<file path="src/rtl/fetch_ctrl_pkg.sv">
// Shared ISA encodings, FSM states and program address tables
// for the instruction-ROM sequencer.
package fetch_ctrl_pkg;

  localparam int ROM_AW = 9;

  typedef enum logic [4:0] {
    OP_ADD  = 5'b00000,
    OP_SUB  = 5'b00001,
    OP_AND  = 5'b00010,
    OP_OR   = 5'b00011,
    OP_CMP  = 5'b00100,
    OP_LD   = 5'b00101,
    OP_ST   = 5'b00110,
    OP_BE   = 5'b00111,
    OP_BL   = 5'b01000,
    OP_BG   = 5'b01001,
    OP_BA   = 5'b01010,
    OP_MOV  = 5'b01011,
    OP_LDI  = 5'b01100,
    OP_NOP  = 5'b01101,
    OP_DONE = 5'b01110
  } op_e;

  typedef enum logic [1:0] {
    ST_IDLE = 2'd0,
    ST_RUN  = 2'd1,
    ST_HALT = 2'd2
  } state_e;

  typedef enum logic [1:0] {
    PROG_PRODUCT = 2'd0,
    PROG_STRING  = 2'd1,
    PROG_CLOSEST = 2'd2,
    PROG_RSVD    = 2'd3
  } prog_e;

  function automatic logic [ROM_AW-1:0] start_pc(
    input logic [1:0] sel
  );
    logic [ROM_AW-1:0] pc;
    case (sel)
      2'd0:    pc = 9'h001;
      2'd1:    pc = 9'h019;
      default: pc = 9'h02A;
    endcase
    return pc;
  endfunction

  function automatic logic [ROM_AW-1:0] end_pc(
    input logic [1:0] sel
  );
    logic [ROM_AW-1:0] pc;
    case (sel)
      2'd0:    pc = 9'h018;
      2'd1:    pc = 9'h029;
      default: pc = 9'h03B;
    endcase
    return pc;
  endfunction

endpackage

</file>
<file path="src/rtl/fetch_ctrl_if.sv">
// Start/Ack handshake, ROM fetch and datapath flag bundle
// between the top level and the sequencer.
interface fetch_ctrl_if #(
  parameter int PC_W  = 9,
  parameter int CYC_W = 12
);

  logic             Start;
  logic [1:0]       prog_sel;
  logic [19:0]      inst;
  logic             stall;
  logic             flag_eq;
  logic             flag_lt;
  logic             flag_gt;
  logic [PC_W-1:0]  iptr;
  logic             commit;
  logic             Ack;
  logic             timeout;
  logic [CYC_W-1:0] cycles;

  modport master (
    output Start, prog_sel, inst, stall,
    output flag_eq, flag_lt, flag_gt,
    input  iptr, commit, Ack, timeout, cycles
  );

  modport slave (
    input  Start, prog_sel, inst, stall,
    input  flag_eq, flag_lt, flag_gt,
    output iptr, commit, Ack, timeout, cycles
  );

endinterface

</file>
<file path="src/rtl/fetch_ctrl_branch_unit.sv">
// Next-PC resolution: conditional/unconditional relative
// branches from the flags, otherwise sequential fetch.
module branch_unit
  import fetch_ctrl_pkg::*;
#(
  parameter int PC_W = 9
) (
  input  logic [4:0]      i_op,
  input  logic [14:0]     i_off,
  input  logic            i_eq,
  input  logic            i_lt,
  input  logic            i_gt,
  input  logic [PC_W-1:0] i_pc,
  output logic [PC_W-1:0] o_next_pc,
  output logic            o_is_done
);

  logic [PC_W-1:0] w_seq;
  logic [PC_W-1:0] w_tgt;
  logic            w_take;
  logic            w_unused_off;

  // Upper offset bits vanish under the mod-2^PC_W wrap.
  assign w_unused_off = ^i_off[14:PC_W];

  assign w_seq = i_pc + PC_W'(1);
  assign w_tgt = i_pc + i_off[PC_W-1:0];

  always_comb begin
    w_take = 1'b0;
    unique case (1'b1)
      (i_op == OP_BE): w_take = i_eq;
      (i_op == OP_BL): w_take = i_lt;
      (i_op == OP_BG): w_take = i_gt;
      (i_op == OP_BA): w_take = 1'b1;
      default:         w_take = 1'b0;
    endcase
  end

  assign o_next_pc = w_take ? w_tgt : w_seq;
  assign o_is_done = (i_op == OP_DONE);

endmodule

</file>
<file path="src/rtl/fetch_ctrl.sv">
// Program sequencer: PC, program select, branch resolution,
// watchdog and Start/Ack handshake for the instruction ROM.
module fetch_ctrl
  import fetch_ctrl_pkg::*;
#(
  parameter int PC_W    = 9,
  parameter int MAX_CYC = 4095,
  parameter int CYC_W   = 12
) (
  input logic         Clk,
  input logic         Reset,
  fetch_ctrl_if.slave bus
);

  state_e           r_state;
  state_e           w_nxt;
  logic [PC_W-1:0]  r_pc;
  logic [CYC_W-1:0] r_cycles;
  logic [1:0]       r_sel;
  logic             r_timeout;

  logic [4:0]       w_op;
  logic [PC_W-1:0]  w_next_pc;
  logic             w_is_done;
  logic             w_go;
  logic             w_end_hit;
  logic             w_fin;
  logic             w_wd;

  assign w_op = bus.inst[19:15];

  branch_unit #(
    .PC_W (PC_W)
  ) u_br (
    .i_op      (w_op),
    .i_off     (bus.inst[14:0]),
    .i_eq      (bus.flag_eq),
    .i_lt      (bus.flag_lt),
    .i_gt      (bus.flag_gt),
    .i_pc      (r_pc),
    .o_next_pc (w_next_pc),
    .o_is_done (w_is_done)
  );

  assign w_go = bus.Start &&
    (prog_e'(bus.prog_sel) != PROG_RSVD);

  assign w_end_hit = !bus.stall &&
    (r_pc == PC_W'(end_pc(r_sel)));

  // A normal finish masks a watchdog hit in the same cycle.
  assign w_fin = (w_is_done && !bus.stall) || w_end_hit;
  assign w_wd  = (r_cycles == CYC_W'(MAX_CYC - 1));

  always_ff @(posedge Clk or posedge Reset) begin
    if (Reset) r_state <= ST_IDLE;
    else       r_state <= w_nxt;
  end

  always_comb begin
    w_nxt = r_state;
    unique case (r_state)
      ST_IDLE: if (w_go)           w_nxt = ST_RUN;
      ST_RUN:  if (w_fin || w_wd)  w_nxt = ST_HALT;
      ST_HALT: if (!bus.Start)     w_nxt = ST_IDLE;
      default:                     w_nxt = ST_IDLE;
    endcase
  end

  always_ff @(posedge Clk or posedge Reset) begin
    if (Reset) begin
      r_pc      <= '0;
      r_cycles  <= '0;
      r_sel     <= '0;
      r_timeout <= 1'b0;
    end else begin
      unique case (r_state)
        ST_IDLE: begin
          if (w_go) begin
            r_pc      <= PC_W'(start_pc(bus.prog_sel));
            r_cycles  <= '0;
            r_sel     <= bus.prog_sel;
            r_timeout <= 1'b0;
          end
        end
        ST_RUN: begin
          r_cycles <= r_cycles + CYC_W'(1);
          if (w_wd && !w_fin)
            r_timeout <= 1'b1;
          if (!bus.stall && !w_fin && !w_wd)
            r_pc <= w_next_pc;
        end
        default: begin
        end
      endcase
    end
  end

  always_comb begin
    bus.commit = 1'b0;
    if (r_state == ST_RUN)
      bus.commit = !bus.stall && !w_is_done;
  end

  assign bus.Ack     = (r_state == ST_HALT);
  assign bus.iptr    = r_pc;
  assign bus.timeout = r_timeout;
  assign bus.cycles  = r_cycles;

endmodule
</file>
<file path="src/flat_wrapper.sv">
// flat-port wrapper written by rule: the top's interface ports become plain ports
module fetch_ctrl_flat import fetch_ctrl_pkg::*;
#(
  parameter int PC_W    = 9,
  parameter int MAX_CYC = 4095,
  parameter int CYC_W   = 12
)
  (Clk, Reset, bus_Start, bus_prog_sel, bus_inst, bus_stall, bus_flag_eq, bus_flag_lt, bus_flag_gt, bus_iptr, bus_commit, bus_Ack, bus_timeout, bus_cycles);
  fetch_ctrl_if #(.PC_W(PC_W), .CYC_W(CYC_W)) bus_i ();
  input logic Clk;
  input logic Reset;
  input wire logic [$bits(bus_i.Start)-1:0] bus_Start;
  input wire logic [$bits(bus_i.prog_sel)-1:0] bus_prog_sel;
  input wire logic [$bits(bus_i.inst)-1:0] bus_inst;
  input wire logic [$bits(bus_i.stall)-1:0] bus_stall;
  input wire logic [$bits(bus_i.flag_eq)-1:0] bus_flag_eq;
  input wire logic [$bits(bus_i.flag_lt)-1:0] bus_flag_lt;
  input wire logic [$bits(bus_i.flag_gt)-1:0] bus_flag_gt;
  output wire logic [$bits(bus_i.iptr)-1:0] bus_iptr;
  output wire logic [$bits(bus_i.commit)-1:0] bus_commit;
  output wire logic [$bits(bus_i.Ack)-1:0] bus_Ack;
  output wire logic [$bits(bus_i.timeout)-1:0] bus_timeout;
  output wire logic [$bits(bus_i.cycles)-1:0] bus_cycles;
  assign bus_i.Start = bus_Start;
  assign bus_i.prog_sel = bus_prog_sel;
  assign bus_i.inst = bus_inst;
  assign bus_i.stall = bus_stall;
  assign bus_i.flag_eq = bus_flag_eq;
  assign bus_i.flag_lt = bus_flag_lt;
  assign bus_i.flag_gt = bus_flag_gt;
  assign bus_iptr = bus_i.iptr;
  assign bus_commit = bus_i.commit;
  assign bus_Ack = bus_i.Ack;
  assign bus_timeout = bus_i.timeout;
  assign bus_cycles = bus_i.cycles;
  fetch_ctrl #(.PC_W(PC_W), .MAX_CYC(MAX_CYC), .CYC_W(CYC_W)) u_core (.Clk(Clk), .Reset(Reset), .bus(bus_i));
endmodule
</file>
<file path="config.mk">
export PLATFORM = sky130hd
export DESIGN_NAME = fetch_ctrl_flat
export DESIGN_NICKNAME = d
export VERILOG_FILES = /design/src/rtl/fetch_ctrl_pkg.sv /design/src/rtl/fetch_ctrl_if.sv /design/src/rtl/fetch_ctrl_branch_unit.sv /design/src/rtl/fetch_ctrl.sv /design/src/flat_wrapper.sv
export SDC_FILE = /design/constraint.sdc
export NUM_CORES = 1
export LEC_CHECK = 0
export BUFFER_PORTS_ARGS = -buffer_cell sky130_fd_sc_hd__buf_2
export CORE_MARGIN = 1.5
export CORE_UTILIZATION = 55
export DETAILED_ROUTE_END_ITERATION = 16
export GPL_TIMING_DRIVEN = 0
export PLACE_DENSITY_LB_ADDON = 0.12
export SETUP_SLACK_MARGIN = 0.5
export SLEW_MARGIN = 10
export SYNTH_ARGS = -nofsm -noshare
export SYNTH_HDL_FRONTEND = slang
export SYNTH_SLANG_ARGS = --single-unit
</file>
<file path="constraint.sdc">
create_clock -name Clk -period 4.6 [get_ports Clk]
set_input_delay 0.92 -clock Clk [delete_from_list [all_inputs] [get_ports Clk]]
set_output_delay 0.92 -clock Clk [all_outputs]
set_load 0.03 [all_outputs]
</file>
[Yosys cells after proc, flatten, opt, wreduce, memory -nomap -nowiden]
Index checks and enable logic that the tools add are counted.
Word-level totals
  register bits: 26
  input port bits: 29
Cells by class
  add/sub/neg operators: 3
  eq/ne operators: 17
  mux-type cells: 17
  reductions and logical operators: 22
Operator list (count)
  $mux W9: 3
  $pmux W12 S2: 1
  $pmux W6 S2: 2
  $eq A5 B4 Y1 const B: 4
  $pmux W9 S2: 1
  $add A12 B1 Y12 const B: 1
  $eq A12 B12 Y1 const B: 1
  $mux W12: 1
  $add A9 B1 Y9 const B: 1
  $add A9 B9 Y9: 1
  $eq A9 B6 Y1: 1
  $reduce_and A3 Y1: 3
  $ne A2 B1 Y1 const B: 4
  $logic_and A1 B1 Y1: 7
  $eq A2 B1 Y1 const B: 3
  $logic_not A2 Y1: 3
  $mux W2: 3
  $pmux W2 S3: 1
  $eq A5 B3 Y1 const B: 1
  $logic_not A1 Y1: 4
  $ne A2 B2 Y1 const B: 2
  $pmux W1 S4: 1
  $reduce_and A2 Y1: 2
  $mux W1: 3
  other kinds (4): 5

[Logic depth before layout (Yosys ltp)]
  depth in word-level cells: 10
  mapped depth: 13
  depth with buffers taken out: 13

[By module]
Synthesis repeated with hierarchy kept, for this count alone.
Second synthesis, totals
  cells, all modules: 201
  area, all modules: 1844.3 µm²
By module, submodules not included
  fetch_ctrl: times used 1, cells an instance 145, area an instance 1406.3 µm²
  branch_unit: times used 1, cells an instance 56, area an instance 437.9 µm²

[Least setup slack after synthesis]
OpenSTA, ideal clock, no wires.
  kind: input port to flip-flop
  start: in bus_inst[17]
  end: reg u_core.r_pc[8], in the netlist u_core.bus.iptr[8]
  library setup time: 0.118 ns
  data arrival time: 2.972 ns
  data required time: 4.482 ns
  path slack: 1.510 ns
  stages on the path: 11
  buffers on the path: 0
  cell sequence: o21bai_1 a21oi_1 o21a_1 nand2_1 fa_1 nor2b_1 o2111ai_1 a32oi_1 xor2_1 mux2_4 a21o_1
Between the ends
  word-level cells in the longest chain between the ends: 8
  elaborated cells between the ends (all ways): 16
  classes of those cells: 6 x eq/ne; 4 x mux; 6 x reduce/logical
Ends and longest elaborated chain
  start, declared: RTL line flat_wrapper.sv:14  | input wire logic [$bits(bus_i.inst)-1:0] bus_inst;
  branches (longest 8 deep; another with $mux W9)
  end signal, assigned: RTL line fetch_ctrl.sv:80  | r_pc <= PC_W'(start_pc(bus.prog_sel));
  end signal, assigned: RTL line fetch_ctrl.sv:91  | r_pc <= w_next_pc;
  end, declared: RTL line fetch_ctrl.sv:17  | logic [PC_W-1:0] r_pc;
Several ways; the timed one is not identified. The select of a mux whose other input is x is not followed.
A chain may end at the register's enable or synchronous reset.

[Worst setup path in the final report]
Same ends and word-level chain as after synthesis.

==> flow_metrics.tcl <==
set metrics [dict create \
    outcome "complete, no violations" \
    leakagePower_nw 1.04 \
    grt_usage 0.222 \
    worst_pin_slew_ns 0.986 \
    critical_path.cell_chain "buf_2 > o21bai_1 > a21oi_1 > o21a_1 > nand2_1 > fa_1 > nor2b_1 > o2111ai_1 > a32oi_1 > xor2_1 > mux2_4 > a21o_1" \
    maxCapViolCount 0 \
    grt_max_degree 27 \
    setup-violations-final 0 \
    areaGrowthSynthToFinish_pct 18.3 \
    relSlewSlack 0.342 \
    vias 1578 \
    grt_pass1_wl_um 6000 \
    die_w_um 59.5 \
    io_buffers 46 \
    start_util 0.575 \
    syn_area_per_cell_um2 9.04 \
    grt_pass1_vias 1332 \
    hold_viol 0 \
    antenna_cells 0 \
    nets 285 \
    synth-seq-cells 26 \
    drc 0 \
    layout-drive-gt1-share 0.258 \
    postCtsSetupBuffers 0 \
    dp_hpwl_um 2870 \
    p_per_area_nw_per_um2 536 \
    min_path_type "flop to flop" \
    die_area_um2 3540 \
    grt_overflow 0 \
    clock-sinks 26 \
    fmax_ghz 0.315 \
    cts.clk_slew.worst_paths_ns 0.15 \
    wirelength_um 3750 \
    cts-resized-gates 0 \
    worst_setup_path_start_kind "input pin" \
    slew_viol_final 0 \
    die_y_um 59.5 \
    period_share 0.689 \
    fin_cells 288 \
    place_congestion 0.805 \
    wire_per_inst_um 13.0 \
    path_class "input pin to flop" \
    cts_buffers 3 \
    cp.required_ns 4.84 \
    detail_route.vias_per_cell 5.48 \
    crit_fanout 8 \
    ys_warn_count 0 \
    ios 53 \
    dp.cells 284 \
    root_buffer "clkbuf_4" \
    antenna_found_initial 0 \
    arrival_ns 3.42 \
    cts-htree-levels 1 \
    ys_seq_area_frac 0.371 \
    cts_tree "yes" \
    ir_worst_vdd_mv 0.266 \
    finalSetupTns_ns 0 \
    rows 20 \
    rsz0062_at_grt "no" \
    post_synth_num_cell_types 45 \
    ant_nets 0 \
    netlist_area_um2 1750 \
    slowest_delay_ns 0.44 \
    holdBufCountCts 0 \
    clk_latency_ns 0.33 \
    drt_iter0_drc 84 \
    cp-end-kind "flop" \
    slowest_stage "fa_1" \
    final.setup_skew_ns 0.0121 \
    finalCriticalPeriod_ns 3.17 \
    coreArea_um2 3050 \
    firstDrtPassIters 6 \
    cts_buffer_depth 2 \
    syn_nets 234 \
    syn_inst 194 \
]
==> stage by stage <==
step | utilization | hold WS [ns] | total power (W) | cell area (um2) | worst slack [ns]
after global routing | 0.680 | 0.528 | 0.00120 | 2080 | 1.23
final | 0.680 | 0.506 | 0.00111 | 2080 | 1.43
after global placement | 0.668 | 0.482 | 0.000987 | 2040 | 1.06
after floorplan | - | 0.548 | 0.000836 | 1750 | 1.51
after CTS | 0.680 | 0.507 | 0.00111 | 2080 | 1.40
after detailed placement | 0.668 | 0.489 | 0.000994 | 2040 | 1.03
==> worst paths after layout <==
| kind | start | to | slack, ns | depth (start not counted) |
|---|---|---|---|---|
| min in group asynchronous | Reset | u_core.bus.iptr[3]$_DFFE_PP0P_ | 0.79 | 2 |
| max reg2reg | u_core.bus.iptr[0]$_DFFE_PP0P_ | u_core.bus.iptr[8]$_DFFE_PP0P_ | 2.20 | 9 |
| max in group asynchronous | Reset | u_core.bus.iptr[2]$_DFFE_PP0P_ | 3.20 | 2 |
| min | u_core.bus.cycles[6]$_DFFE_PP0P_ | u_core.bus.cycles[6]$_DFFE_PP0P_ | 0.51 | 1 |
| min reg2reg | u_core.bus.cycles[6]$_DFFE_PP0P_ | u_core.bus.cycles[6]$_DFFE_PP0P_ | 0.51 | 1 |
| max | bus_inst[17] | u_core.bus.iptr[8]$_DFFE_PP0P_ | 1.43 | 12 |
==> routing by layer <==
layer,global-route usage,routed length (um),vias up
li1,-,-,798
met1,0.337,1850,731
met2,0.336,1700,47
met3,0.0459,193,2
met4,0.0227,13,0
met5,0,0,-
==> area by class of cell <==
class,instances,area (um2)
Multi-Input combinational cell,156,1050
Fill cell,264,977
Sequential cell,26,651
Timing Repair Buffer,46,230
Tap cell,44,55.1
Clock buffer,4,36.3
Inverter,7,26.3
Buffer,5,23.8
==> cells by family after synthesis <==
group / after synthesis / share of synthesized area
and+or+nand+nor: 76 / 0.239
AOI/OAI and AO/OA: 54 / 0.189
DFF: 26 / 0.371
buffers and inverters: 12 / 0.0285
adders and majority gates: 11 / 0.0827
xor gates and xnor gates: 8 / 0.0399
muxes: 7 / 0.0499
==> worst max-delay path, delay by kind of cell <==
family,cells,cell delay (ns)
AO/OA/AOI/OAI,6,1.24
XOR/XNOR,1,0.14
adder cells (fa/ha/maj),1,0.44
buffers and inverters,1,0.11
multiplexers,1,0.28
AND/OR/NAND/NOR,2,0.28
==> cells in the final DEF (no fill, tap or decap), types with 2 or more instances in the layout <==
cell type and count:
xor2_1 4, and3_1 2, o21a_1 3, clkbuf_4 3
nand2b_1 5, buf_2 47, a21oi_1 17, inv_1 7
ha_1 10, a21o_1 3, and2_1 7, mux2_4 3
nor2b_1 3, o21ai_0 17, nand3_1 13, o211ai_1 2
o31ai_1 3, nor2_1 10, a31oi_1 2, nand4_1 3
dfrtp_1 26, nor3_1 5, mux2i_1 2, nor3b_1 2
xnor2_1 4, nand2_1 18, mux2_2 2, clkbuf_1 2
==> flip-flops by register name, summed over array words and instances (netlist names) <==
register	flops
u_core.bus.cycles	12
u_core.bus.iptr	9
u_core.bus.timeout	1
u_core.r_sel	2
u_core.r_state	2
==> synthesized netlist by cell type (all sizes together) <==
master | n | area, um2
dfrtp | 26 | 651
mux2 | 5 | 67.6
o21ai | 17 | 85.1
o221a | 1 | 11.3
a32oi | 1 | 8.76
and2 | 8 | 52.6
nand3b | 1 | 7.51
o2111ai | 1 | 8.76
ha | 10 | 125
nor4 | 2 | 27.5
fa | 1 | 20.0
xnor2 | 4 | 35.0
inv | 7 | 26.3
a31oi | 2 | 12.5
or4b | 1 | 10.0
or3b | 1 | 11.3
a21oi | 17 | 85.1
buf | 3 | 16.3
nand2 | 18 | 67.6
nor3 | 6 | 35.0
nand2b | 5 | 31.3
nor2 | 10 | 37.5
o21ba | 1 | 10.0
a22o | 1 | 8.76
and3 | 2 | 12.5
o31ai | 3 | 22.5
xor2 | 4 | 35.0
nand3 | 13 | 65.1
nor2b | 3 | 18.8
nand4 | 3 | 18.8
o21bai | 2 | 18.8
o21a | 3 | 22.5
o211ai | 2 | 15.0
nor4b | 1 | 8.76
a21o | 3 | 22.5
clkbuf | 2 | 7.51
nor3b | 2 | 15.0
mux2i | 2 | 20.0
==> report_power, final <==
group	leakage [nW]	internal, W	total, W	switching (W)
logic	0.686	0.000234	0.000588	0.000355
registers	0.335	0.000303	0.000405	0.000102
clock network	0.0210	0.0000485	0.000119	0.0000703
Note: power is estimated with default switching activity, not from simulation.
